--- config.mk ---
export PLATFORM = sky130hd
export DESIGN_NAME = uart_rx_retx
export DESIGN_NICKNAME = d
export VERILOG_FILES = /design/src/rtl/uart_rx_retx.sv
export SDC_FILE = /design/constraint.sdc
export NUM_CORES = 1
export LEC_CHECK = 0
export CAP_MARGIN = 20
export CORE_ASPECT_RATIO = 1.25
export CORE_MARGIN = 5
export CORE_UTILIZATION = 35
export CTS_BUF_LIST = sky130_fd_sc_hd__clkbuf_8
export CTS_CLUSTER_SIZE = 10
export DETAILED_ROUTE_END_ITERATION = 16
export DONT_BUFFER_PORTS = 1
export MAX_ROUTING_LAYER = met4
export PLACE_DENSITY = 0.47
export SYNTH_ARGS = -nofsm -noshare
export SYNTH_HDL_FRONTEND = slang
export SYNTH_SLANG_ARGS = --single-unit
--- constraint.sdc ---
create_clock -name CLK_Baudin -period 4.5 [get_ports CLK_Baudin]
set_clock_uncertainty 0.2 [all_clocks]
set_input_delay 0.675 -clock CLK_Baudin [delete_from_list [all_inputs] [get_ports CLK_Baudin]]
set_output_delay 0.675 -clock CLK_Baudin [all_outputs]
set_load 0.05 [all_outputs]
--- src/rtl/uart_rx_retx.sv ---
// Serial receiver for the 32-bit retransmission UART link: start/data/parity/stop deframing, NACK on error.
// Parity checking is enabled by defining UART_RX_PARITY_EN; otherwise the parity bit time is consumed and ignored.
module uart_rx_retx #(
  parameter int size  = 32,
  parameter int ERR_W = 8
) (
  input  logic             CLK_Baudin,
  input  logic             RstRx_n,
  input  logic             RxSerial,
  output logic [size-1:0]  DataOut,
  output logic             DoneRx,
  output logic             Flag,
  output logic             FrameErr,
  output logic [ERR_W-1:0] ErrCount
);

  localparam int CNT_W = (size > 1) ? $clog2(size) : 1;

  typedef enum logic [2:0] {
    IDLE,
    DATA,
    PARITY,
    STOP,
    WAIT_IDLE
  } state_t;

  state_t            state;
  logic [CNT_W-1:0]  bit_cnt;
  logic [size-1:0]   shift_reg;
  logic              parity_err;

`ifdef UART_RX_PARITY_EN
  // Running XOR of data bits and P; nonzero at STOP means odd parity was received.
  logic par_acc;

  always_ff @(posedge CLK_Baudin or negedge RstRx_n) begin
    if (!RstRx_n) begin
      par_acc <= 1'b0;
    end else begin
      case (state)
        IDLE:         par_acc <= 1'b0;
        DATA, PARITY: par_acc <= par_acc ^ RxSerial;
        default:      par_acc <= par_acc;
      endcase
    end
  end

  assign parity_err = par_acc;
`else
  assign parity_err = 1'b0;
`endif

  always_ff @(posedge CLK_Baudin or negedge RstRx_n) begin
    if (!RstRx_n) begin
      state     <= IDLE;
      bit_cnt   <= '0;
      shift_reg <= '0;
      DataOut   <= '0;
      DoneRx    <= 1'b0;
      Flag      <= 1'b0;
      FrameErr  <= 1'b0;
      ErrCount  <= '0;
    end else begin
      // NOTE: non-blocking assignments throughout, so every branch sees the pre-edge values
      // and the default pulse clears below are overridden cleanly by later assignments.
      DoneRx   <= 1'b0;
      Flag     <= 1'b0;
      FrameErr <= 1'b0;

      case (state)
        IDLE: begin
          if (!RxSerial) begin
            state   <= DATA;
            bit_cnt <= '0;
          end
        end

        DATA: begin
          shift_reg[bit_cnt] <= RxSerial;
          if (bit_cnt == CNT_W'(size - 1)) begin
            state   <= PARITY;
            bit_cnt <= '0;
          end else begin
            bit_cnt <= bit_cnt + CNT_W'(1);
          end
        end

        PARITY: state <= STOP;

        STOP: begin
          if (RxSerial) begin
            state <= IDLE;
            if (parity_err) begin
              Flag <= 1'b1;
              if (!(&ErrCount)) ErrCount <= ErrCount + ERR_W'(1);
            end else begin
              DataOut <= shift_reg;
              DoneRx  <= 1'b1;
            end
          end else begin
            // Bad stop bit: wait for the line to return high before hunting for a start bit.
            state    <= WAIT_IDLE;
            Flag     <= 1'b1;
            FrameErr <= 1'b1;
            if (!(&ErrCount)) ErrCount <= ErrCount + ERR_W'(1);
          end
        end

        WAIT_IDLE: begin
          if (RxSerial) state <= IDLE;
        end

        default: state <= IDLE;
      endcase
    end
  end

endmodule

==> results of run 1 <==
## what timing repair did
item / in CTS / in global routing
resized for setup: 0 / 0
hold buffers: 1 / 0
endpoints found under the hold margin: 82 / 0
## routing by layer
layer,GRT usage [%],vias up
met3,4.09,7
li1,-,1003
met1,15.6,1054
met4,4.63,0
met2,17.2,39
met5,-,-
## power by group
group          total, mW  switching (mW)  internal (mW)
Sequential          1.69           0.678           1.02
Clock              0.567           0.248          0.319
Combinational      0.617           0.267          0.350
## placed cells by master (no fill, tap or decap), types with 5 or more instances in the layout
master    netlist  routed
mux2_4         29      29
clkbuf_8        0      10
nand3_1         7       7
mux2_2         23      23
nand2_1        19      19
nand4_1         5       5
a21oi_1         5       5
inv_1           7       8
ha_1            6       6
dfrtp_1        82      82
o21ai_0        21      21
o31ai_1        16      16
## worst reg2reg max path, stage by stage, from the launching register on
cell,delay (ns)
dfrtp_1,0.63
and3b_1,0.26
nand2_2,0.78
mux2_2,0.44
## cell type report
| type | instances | share of cell area (%) |
|---|---|---|
| Tap cell | 132 | 4.14 |
| Multi-Input combinational cell | 174 | 37.8 |
| Clock buffer | 10 | 3.45 |
| Sequential cell | 82 | 51.4 |
| Clock inverter | 4 | 1.72 |
| Inverter | 8 | 0.752 |
| Timing Repair Buffer | 1 | 0.690 |
## logic make-up (layout without fill, tap and decap cells)
group,count (synthesis),after routing,share of synthesized area [%]
flops,82,82,55.5
xor+xnor,2,2,0.474
compound gates,50,50,8.26
mux,52,52,18.8
fa+ha+maj,6,6,2.03
buf+inv,26,23,3.62
simple gates,64,64,11.3
## per-stage QoR
stage               utilization (%)  area (µm²)
floorplan                         -        3700
global placement               35.9        3760
detailed placement             35.9        3760
CTS                            38.2        3990
global route                   38.2        3990
finish                         38.2        3990
## how the worst max path moves through the flow
stage | from | to | depth (start not counted)
finish | state[2] | DataOut[24] | 3
global route | state[2] | DataOut[23] | 3
CTS | state[2] | DataOut[24] | 3
detailed placement | state[2] | DataOut[24] | 3
global placement | state[2] | DataOut[25] | 3
floorplan | ErrCount[0] | ErrCount[1] | 4
==> results.md, run 1 <==
* Status: finished, violations left
* Worst reg-to-reg path cell count at 3
* Hold WS at -0.00997 ns
* Leading area contributor after synthesis: dfrtp_1
* CTS Root Cell: clkbuf_8
* Final Critical Period at 2.42 ns
* Failing checks: hold timing
* Sequential cell area at 2050 µm²
* Pin count of the biggest net entering global routing at 83
* Slew Limit Headroom at roughly 28%
* CTS Buffer Depth at 2
* Number of flops mapped to enable cells by yosys at 0
* Seq/Total Area, Yosys at between 50% and 60%
* Asr flop ratio synth at 100%
* Achievable frequency at 413 MHz
* Max-slew violations at 0
* Top-area cell type share of the netlist area at 55.5%
* Hold Violations, Final at 3
* Final Non-Filler Cells at 411
* Required time of the critical path at approximately 4.5 ns
* Vias in the first global route at just over 2000
* Setup TNS at 0 ns
* CP Capture Type: flip-flop
* Via-to-Cell Ratio at roughly 5.1
* First-pass GRT wire length at around 12000 µm
* Pre-CTS setup slack at approximately 2.1 ns
* Mapped cell area at between 3000 and 4000 µm²
* Mapped Nets at 291
* Leak Pwr at 1.81 nW
* Synth top area cells: dfrtp_1 56%, mux2_4 12%, mux2_2 7.0%, o31ai_1 3.2%, o21ai_0 2.8%
* Crit path cell chain: and3b_1 > nand2_2 > mux2_2
* Worst R2R Start: state[2]
* Cell row count at 42
* Area grow syn2layout at 7.99%
* Multi-input gate area at about 1500 µm²
* Main synth FF type: dfrtp_1
* Synth Instances at between 200 and 300
* Antenna violations before repair at 0
* Drt pass-1 iters at 4
* Worst-Margin Slew at 1.07 ns
* Die width at 102 µm
* Iter 0 DRT Violations at 111
* Reg-to-reg setup timing slack at a little over 2 ns
* WL per Instance at 17.0 µm
* Final #Nets at about 290
* GR Overflow Total at 0
* Crit Path Max Fanout at 33
* Most frequent cells after synthesis: 82 x dfrtp_1, 29 x mux2_4, 23 x mux2_2
* # setup viols final at 0
* DRT Wirelength at between 6000 and 7000 µm
* Hold Path Class: primary input to asynchronous set/reset pin
* Slowest-stage cell, CP: nand2_2
* Yosys synthesis warning count at 0
* Worst-path clk slew at approximately 0.080 ns
* Post-synthesis register bit count at a little over 80
* # diodes at 0
* Critical Path AT at 2.46 ns
* FF-to-FF End: DataOut[24]
* CTS buffer count at 9
* CTS tree: yes
* Unique masters post-synth at 39
* Maxcap violations at 0
* Crit Path Class: flip-flop to flip-flop
* Wire length on met3 at 415 µm
* Detailed Place HPWL at about 4500 µm
* Unrepaired setup endpoints after global routing: no
* GRT Resource Usage Total at a little under an eighth
* Worst setup margin at between 2 and 2.5 ns
* Metal1 wirelength at 3130 µm
* Sink Count at slightly above 80
* Synthesized area per cell at 13.1 µm²
* H-tree lvl count at 3
* Power, Total at roughly 2.9 mW
* Most common cell in the netlist: dfrtp_1
* Port Buffer Count at 0
* Share of layout cells above drive strength 1 at 26.2%
* Worst vdd ir at 0.000179 V
* Setup Fix Bufs, Post-CTS at 0
* Starting Density at between 30% and 40%
* Placer Congestion at between 0.7 and 0.8
* IO Pins at 46
* Full die area at between 10000 and 15000 µm²
* Antenna Nets Post-Route at 0
* Worst Path Buf+Inv at 0
* Top sig layer: met4
* Die Ht at 125 µm
* Clk Latency, worst-skew pair at between 0.3 and 0.4 ns
* Vias at ~2100
* Fillers at just over 1000
* Top delay family on crit path: simple AND/OR/NAND/NOR gates
* Power per standard cell area at 721 nW/µm²
* Slowest stage delay, CP at around 0.78 ns
* Remaining DRCs at 0
* DR WL met2 at 3350 µm
* Core area at ~10000 µm²
* Part of the cycle the worst path needs at 53.8%
* Dpl cells at slightly below 400
* Worst Setup Start Kind: flip-flop
Note: power is estimated with default switching activity, not from simulation.
==> run 2: changes to the inputs <==
==> constraint.sdc (replaced) <==
create_clock -name CLK_Baudin -period 2.4 [get_ports CLK_Baudin]
set_clock_uncertainty 0.2 [all_clocks]
set_input_delay 0.36 -clock CLK_Baudin [delete_from_list [all_inputs] [get_ports CLK_Baudin]]
set_output_delay 0.36 -clock CLK_Baudin [all_outputs]
set_load 0.05 [all_outputs]
==> run 2 against run 1 <==
The flow still finishes with violations (hold timing). Clock power up 70%. First-iteration DRC count up 2.7%. Largest cell class unchanged. Count of clock-buffer cells in the layout down 1. Die area unchanged.
==> results.md, run 2 (synthesis results as in run 1) <==
* Status: finished, violations left (unchanged)
* Failing checks: hold timing (unchanged)
* Share of layout cells above drive strength 1 at 28.5% (was 26.2%)
* H-tree lvl count at 3 (unchanged)
* Vias at 2142 (was 2103)
* Clk Latency, worst-skew pair at 0.36 ns (was 0.35 ns)
* GRT Resource Usage Total at 12.4% (was 12.0%)
* Starting Density at 35.3% (unchanged)
* DRT Wirelength at 7230 µm (was 6990 µm)
* Hold Path Class: primary input to asynchronous set/reset pin (unchanged)
* Die width at 102 µm (unchanged)
* Unrepaired setup endpoints after global routing: no (unchanged)
* Core area at 10500 µm² (unchanged)
* Port Buffer Count at 0 (unchanged)
* Final Critical Period at 2.00 ns (was 2.42 ns)
* Antenna Nets Post-Route at 0 (unchanged)
* FF-to-FF End: bit_cnt[2] (was DataOut[24])
* Worst reg-to-reg path cell count at 6 (was 3)
* # diodes at 0 (unchanged)
* Area grow syn2layout at 9.34% (was 7.99%)
* Worst Setup Start Kind: flip-flop (unchanged)
* Placer Congestion at 0.774 (was 0.762)
* Part of the cycle the worst path needs at 83.3% (was 53.8%)
* WL per Instance at 17.1 µm (was 17.0 µm)
* Leak Pwr at 1.85 nW (was 1.81 nW)
* GR Overflow Total at 0 (unchanged)
* Die Ht at 125 µm (unchanged)
* Sink Count at 82 (unchanged)
* Most frequent cells in the layout: 82 x dfrtp_1, 29 x mux2_4, 23 x mux2_2 (unchanged)
* Vias in the first global route at 2181 (was 2048)
* Required time of the critical path at 2.48 ns (was 4.53 ns)
* Final #Nets at 295 (was 285)
* Worst vdd ir at 0.000542 V (was 0.000179 V)
* Crit Path Class: flip-flop to flip-flop (unchanged)
* Worst-path clk slew at 0.09 ns (was 0.08 ns)
* CTS Root Cell: clkbuf_8 (unchanged)
* Drt pass-1 iters at 4 (unchanged)
* Full die area at 12700 µm² (unchanged)
* CTS Buffer Depth at 2 (unchanged)
* Pin count of the biggest net entering global routing at 83 (unchanged)
* Setup TNS at 0 ns (unchanged)
* Reg-to-reg setup timing slack at 0.40 ns (was 2.08 ns)
* Achievable frequency at 500 MHz (was 413 MHz)
* Crit Path Max Fanout at 5 (was 33)
* Worst setup margin at 0.402 ns (was 2.08 ns)
* Iter 0 DRT Violations at 114 (was 111)
* Setup Fix Bufs, Post-CTS at 0 (unchanged)
* Hold WS at -0.511 ns (was -0.00997 ns)
* Max-slew violations at 0 (unchanged)
* Worst R2R Start: bit_cnt[0] (was state[2])
* Post-CTS sizing at 0 (unchanged)
* CTS tree: yes (unchanged)
* Pre-CTS setup slack at 0.440 ns (was 2.09 ns)
* Slew Limit Headroom at 57.7% (was 28.2%)
* Critical Path AT at 2.07 ns (was 2.46 ns)
* Maxcap violations at 0 (unchanged)
* Via-to-Cell Ratio at 5.06 (was 5.12)
* Hold Violations, Final at 82 (was 3)
* Power per standard cell area at 1310 nW/µm² (was 721 nW/µm²)
* First-pass GRT wire length at 11900 µm (was 11500 µm)
* Remaining DRCs at 0 (unchanged)
* Cell row count at 42 (unchanged)
* IO Pins at 46 (unchanged)
* CTS Hold Bufs at 1 (unchanged)
* # setup viols final at 0 (unchanged)
* Antenna violations before repair at 0 (unchanged)
* CTS buffer count at 9 (unchanged)
* Worst-Margin Slew at 0.630 ns (was 1.07 ns)
* Detailed Place HPWL at 4630 µm (was 4510 µm)
* Commonest non-fill, non-tap cell in the layout: dfrtp_1 (unchanged)
* CP Capture Type: flip-flop (unchanged)
[run 2: layout make-up]
type	instances	area, µm²
clock buffer	9	124
inverter	8	30.0
clock inverter	7	62.6
timing repair buffer	11	97.6
sequential	82	2050
tap	132	165
fill	988	6420
multi-input combinational	174	1510
[run 2: worst max path at each step]
| stage | from | end | cells after the start |
|---|---|---|---|
| floorplan | ErrCount[0] | ErrCount[1] | 4 |
| global placement | bit_cnt[0] | bit_cnt[2] | 6 |
| detailed placement | bit_cnt[0] | bit_cnt[2] | 6 |
| CTS | bit_cnt[0] | bit_cnt[2] | 6 |
| global route | bit_cnt[0] | bit_cnt[2] | 6 |
| finish | bit_cnt[0] | bit_cnt[2] | 6 |
[run 2: worst max-delay path, stage by stage (launching register included)]
cell	delay, ns
dfrtp_1	0.42
ha_1	0.27
and3_1	0.20
ha_1	0.22
nor4b_4	0.34
a21oi_1	0.12
a31oi_1	0.15
[run 2: metal layers]
| metal | vias up | GRT usage, % | wire length [µm] |
|---|---|---|---|
| met5 | - | - | 0 |
| met4 | 0 | 4.63 | 99 |
| met3 | 9 | 3.98 | 383 |
| met2 | 41 | 18.4 | 3420 |
| met1 | 1067 | 15.9 | 3320 |
| li1 | 1025 | - | - |
[run 2: power by group]
group	internal, mW	total, mW	switching, mW
clock network	0.469	0.962	0.493
registers	1.91	3.12	1.22
logic	0.670	1.22	0.546
total	3.05	5.30	2.26
[run 2: metrics by stage]
| step | cells | total power [mW] | utilization (%) | cell area [µm²] | hold slack (ns) |
|---|---|---|---|---|---|
| 6_report | 423 | 5.30 | 38.6 | 4040 | -0.511 |
| 5_1_grt | 423 | 5.62 | 38.6 | 4040 | -0.541 |
| 4_1_cts | 423 | 5.39 | 38.6 | 4040 | -0.529 |
| 3_5_place_dp | 406 | 4.40 | 36.8 | 3840 | -0.133 |
| 3_3_place_gp | 406 | 4.37 | 36.8 | 3840 | -0.132 |
| 2_1_floorplan | 282 | 4.06 | - | 3700 | -0.136 |
==> run 3: changes to the inputs <==
--- a/config.mk
+++ b/config.mk
@@ -14,7 +14,7 @@
 export DETAILED_ROUTE_END_ITERATION = 16
 export DONT_BUFFER_PORTS = 1
 export MAX_ROUTING_LAYER = met4
-export PLACE_DENSITY = 0.47
+export PLACE_DENSITY = 0.49
 export SYNTH_ARGS = -nofsm -noshare
 export SYNTH_HDL_FRONTEND = slang
 export SYNTH_SLANG_ARGS = --single-unit
==> constraint.sdc (replaced) <==
create_clock -name CLK_Baudin -period 1.8 [get_ports CLK_Baudin]
set_clock_uncertainty 0.2 [all_clocks]
set_input_delay 0.27 -clock CLK_Baudin [delete_from_list [all_inputs] [get_ports CLK_Baudin]]
set_output_delay 0.27 -clock CLK_Baudin [all_outputs]
set_load 0.05 [all_outputs]
==> run 3 against run 2 <==
The flow still finishes with violations (hold timing). Via count rose by 3.5%. Die area unchanged. Non-clock buffer count rose by 19. Routed wire length increased by 2.1%. Critical endpoint unchanged. Largest cell class unchanged.
==> results.md, run 3 (synthesis results as in run 1) <==
* Status: finished, violations left (unchanged)
* Failing checks: hold timing (unchanged)
* Grt met2 use at 18.9% (was 18.4%)
* DRT Wirelength at 7390 µm (was 7230 µm)
* Worst setup margin at 0.0259 ns (was 0.402 ns)
* Top delay family on crit path: simple AND/OR/NAND/NOR gates (unchanged)
* Hold Path Class: primary input to asynchronous set/reset pin (unchanged)
* Slowest stage delay, CP at 0.39 ns (was 0.42 ns)
* CTS Hold Bufs at 1 (unchanged)
* Crit Path Class: flip-flop to flip-flop (unchanged)
* Maxcap violations at 0 (unchanged)
* Worst-Margin Slew at 0.605 ns (was 0.630 ns)
* CTS Buffer Depth at 2 (unchanged)
* CTS Root Cell: clkbuf_8 (unchanged)
* CTS tree: yes (unchanged)
* First-pass GRT wire length at 12400 µm (was 11900 µm)
* Power per standard cell area at 1750 nW/µm² (was 1310 nW/µm²)
* Most frequent cells in the layout: 80 x dfrtp_1, 29 x mux2_4, 26 x buf_4 (was 82 x dfrtp_1, 29 x mux2_4, 23 x mux2_2)
* Pre-CTS setup slack at -0.0304 ns (was 0.440 ns)
* Met3 Usage GRT at 3.75% (was 3.98%)
* Placer Congestion at 0.796 (was 0.774)
* Reg power frac at 54.6% (was 58.9%)
* Vias at 2217 (was 2142)
* Iter 0 DRT Violations at 114 (unchanged)
* Via-to-Cell Ratio at 5.02 (was 5.06)
* Multi-input gate area at 1570 µm² (was 1510 µm²)
* Crit path cell chain: ha_2 > and3_4 > ha_4 > nor4b_4 > nand2b_1 > a31oi_1 (was ha_1 > and3_1 > ha_1 > nor4b_4 > a21oi_1 > a31oi_1)
* Max-slew violations at 0 (unchanged)
* Clock share of power at 19.5% (was 18.1%)
* GR Overflow Total at 0 (unchanged)
* Cell row count at 42 (unchanged)
* Required time of the critical path at 1.88 ns (was 2.48 ns)
* Part of the cycle the worst path needs at 98.6% (was 83.3%)
* # setup viols final at 0 (unchanged)
* Crit Path Max Fanout at 5 (unchanged)
* Achievable frequency at 564 MHz (was 500 MHz)
* Sw Share at 41.1% (was 42.6%)
* CP Capture Type: flip-flop (unchanged)
* CTS buffer count at 9 (unchanged)
* GRT busiest layer: met2 (unchanged)
* Commonest non-fill, non-tap cell in the layout: dfrtp_1 (unchanged)
* WL per Instance at 16.7 µm (was 17.1 µm)
* Cell internal pwr at 4.44 mW (was 3.05 mW)
* H-tree lvl count at 3 (unchanged)
* # diodes at 0 (unchanged)
* Sequential cell area at 2050 µm² (about the same)
* Port Buffer Count at 0 (unchanged)
* Hold Violations, Final at 82 (unchanged)
* Fillers at 984 (was 988)
* Grt met1 use at 16.6% (was 15.9%)
* Clk Latency, worst-skew pair at 0.35 ns (was 0.36 ns)
* Starting Density at 35.3% (unchanged)
* Final #Nets at 314 (was 295)
* Number of cells on the critical path at 6 (unchanged)
* Slowest-stage cell, CP: dfrtp_1 (unchanged)
* Hold WS at -0.591 ns (was -0.511 ns)
* Pin count of the biggest net entering global routing at 83 (unchanged)
* Area grow syn2layout at 16.5% (was 9.34%)
* Switching power at 3.10 mW (was 2.26 mW)
* Die Ht at 125 µm (unchanged)
* Vias in the first global route at 2317 (was 2181)
* Die width at 102 µm (unchanged)
* Core area at 10500 µm² (unchanged)
* Worst-path clk slew at 0.09 ns (about the same)
* Share of layout cells above drive strength 1 at 37.7% (was 28.5%)
* Critical Path AT at 1.85 ns (was 2.07 ns)
* Slew Limit Headroom at 59.5% (was 57.7%)
* Power, Total at 7.54 mW (was 5.30 mW)
* Antenna violations before repair at 0 (unchanged)
* Drt pass-1 iters at 4 (unchanged)
* Leak Pwr at 1.95 nW (was 1.85 nW)
* Worst vdd ir at 0.000579 V (was 0.000542 V)
* Remaining DRCs at 0 (unchanged)
* Worst reg-to-reg path cell count at 6 (unchanged)
* Worst Setup Start Kind: flip-flop (unchanged)
* Antenna Nets Post-Route at 0 (unchanged)
* GRT Resource Usage Total at 12.8% (was 12.4%)
* Setup TNS at 0 ns (unchanged)
* Full die area at 12700 µm² (unchanged)
* Comb power frac at 25.9% (was 22.9%)
* Worst Path Buf+Inv at 0 (unchanged)
* Final Critical Period at 1.77 ns (was 2.00 ns)
* Unrepaired setup endpoints after global routing: yes (was no)
* Sink Count at 82 (unchanged)
* Detailed Place HPWL at 4850 µm (was 4630 µm)
* IO Pins at 46 (unchanged)
## run 3: area by class of cell
cell class	count	share of cell area (%)
inverters	8	0.756
repair buffers	30	6.16
clock buffers	10	3.20
flip-flops and latches	82	47.7
clock inverters	6	1.89
well taps	132	3.84
multi-input cells	174	36.4
## run 3: per-stage QoR
stage	instance area (µm²)	cells	utilization [%]	hold WS, ns
floorplan	3710	282	-	-0.226
global placement	4020	424	38.4	-0.223
detailed placement	4020	424	38.4	-0.222
CTS	4250	442	40.7	-0.613
global route	4310	442	41.2	-0.622
finish	4310	442	41.2	-0.591
## run 3: repair_timing
| item | in CTS | in global routing |
|---|---|---|
| setup buffers | 1 | 0 |
| hold endpoints to repair | 99 | 82 |
| pin swaps | 2 | 1 |
| gates resized for setup | 0 | 15 |
| endpoints found under the setup margin | 1 | 21 |
## run 3: layer usage
layer | wire length [µm] | vias to the layer above | share of wire, %
li1 | - | 1067 | -
met1 | 3320 | 1100 | 45
met2 | 3590 | 42 | 49
met3 | 368 | 8 | 5.0
met4 | 107 | 0 | 1.4
met5 | 0 | - | 0
## run 3: power groups by stage
stage	combinational, mW	sequential, mW	clock, mW
finish	1.95	4.12	1.47
global route	2.18	4.23	1.59
CTS	1.91	4.14	1.52
detailed placement	1.89	4.19	0
global placement	1.85	4.17	0
floorplan	1.40	4.03	0
## run 3: path summary, 6_finish.rpt
path                                  to          start  slack [ns]
setup / recovery              bit_cnt[2]     bit_cnt[0]        0.03
hold / removal                  state[2]        RstRx_n       -0.59
setup reg to reg              bit_cnt[2]     bit_cnt[0]        0.03
hold reg to reg            shift_reg[20]  shift_reg[20]        0.30
max in group asynchronous    ErrCount[0]        RstRx_n        1.86
min in group CLK_Baudin           DoneRx       RxSerial        0.06
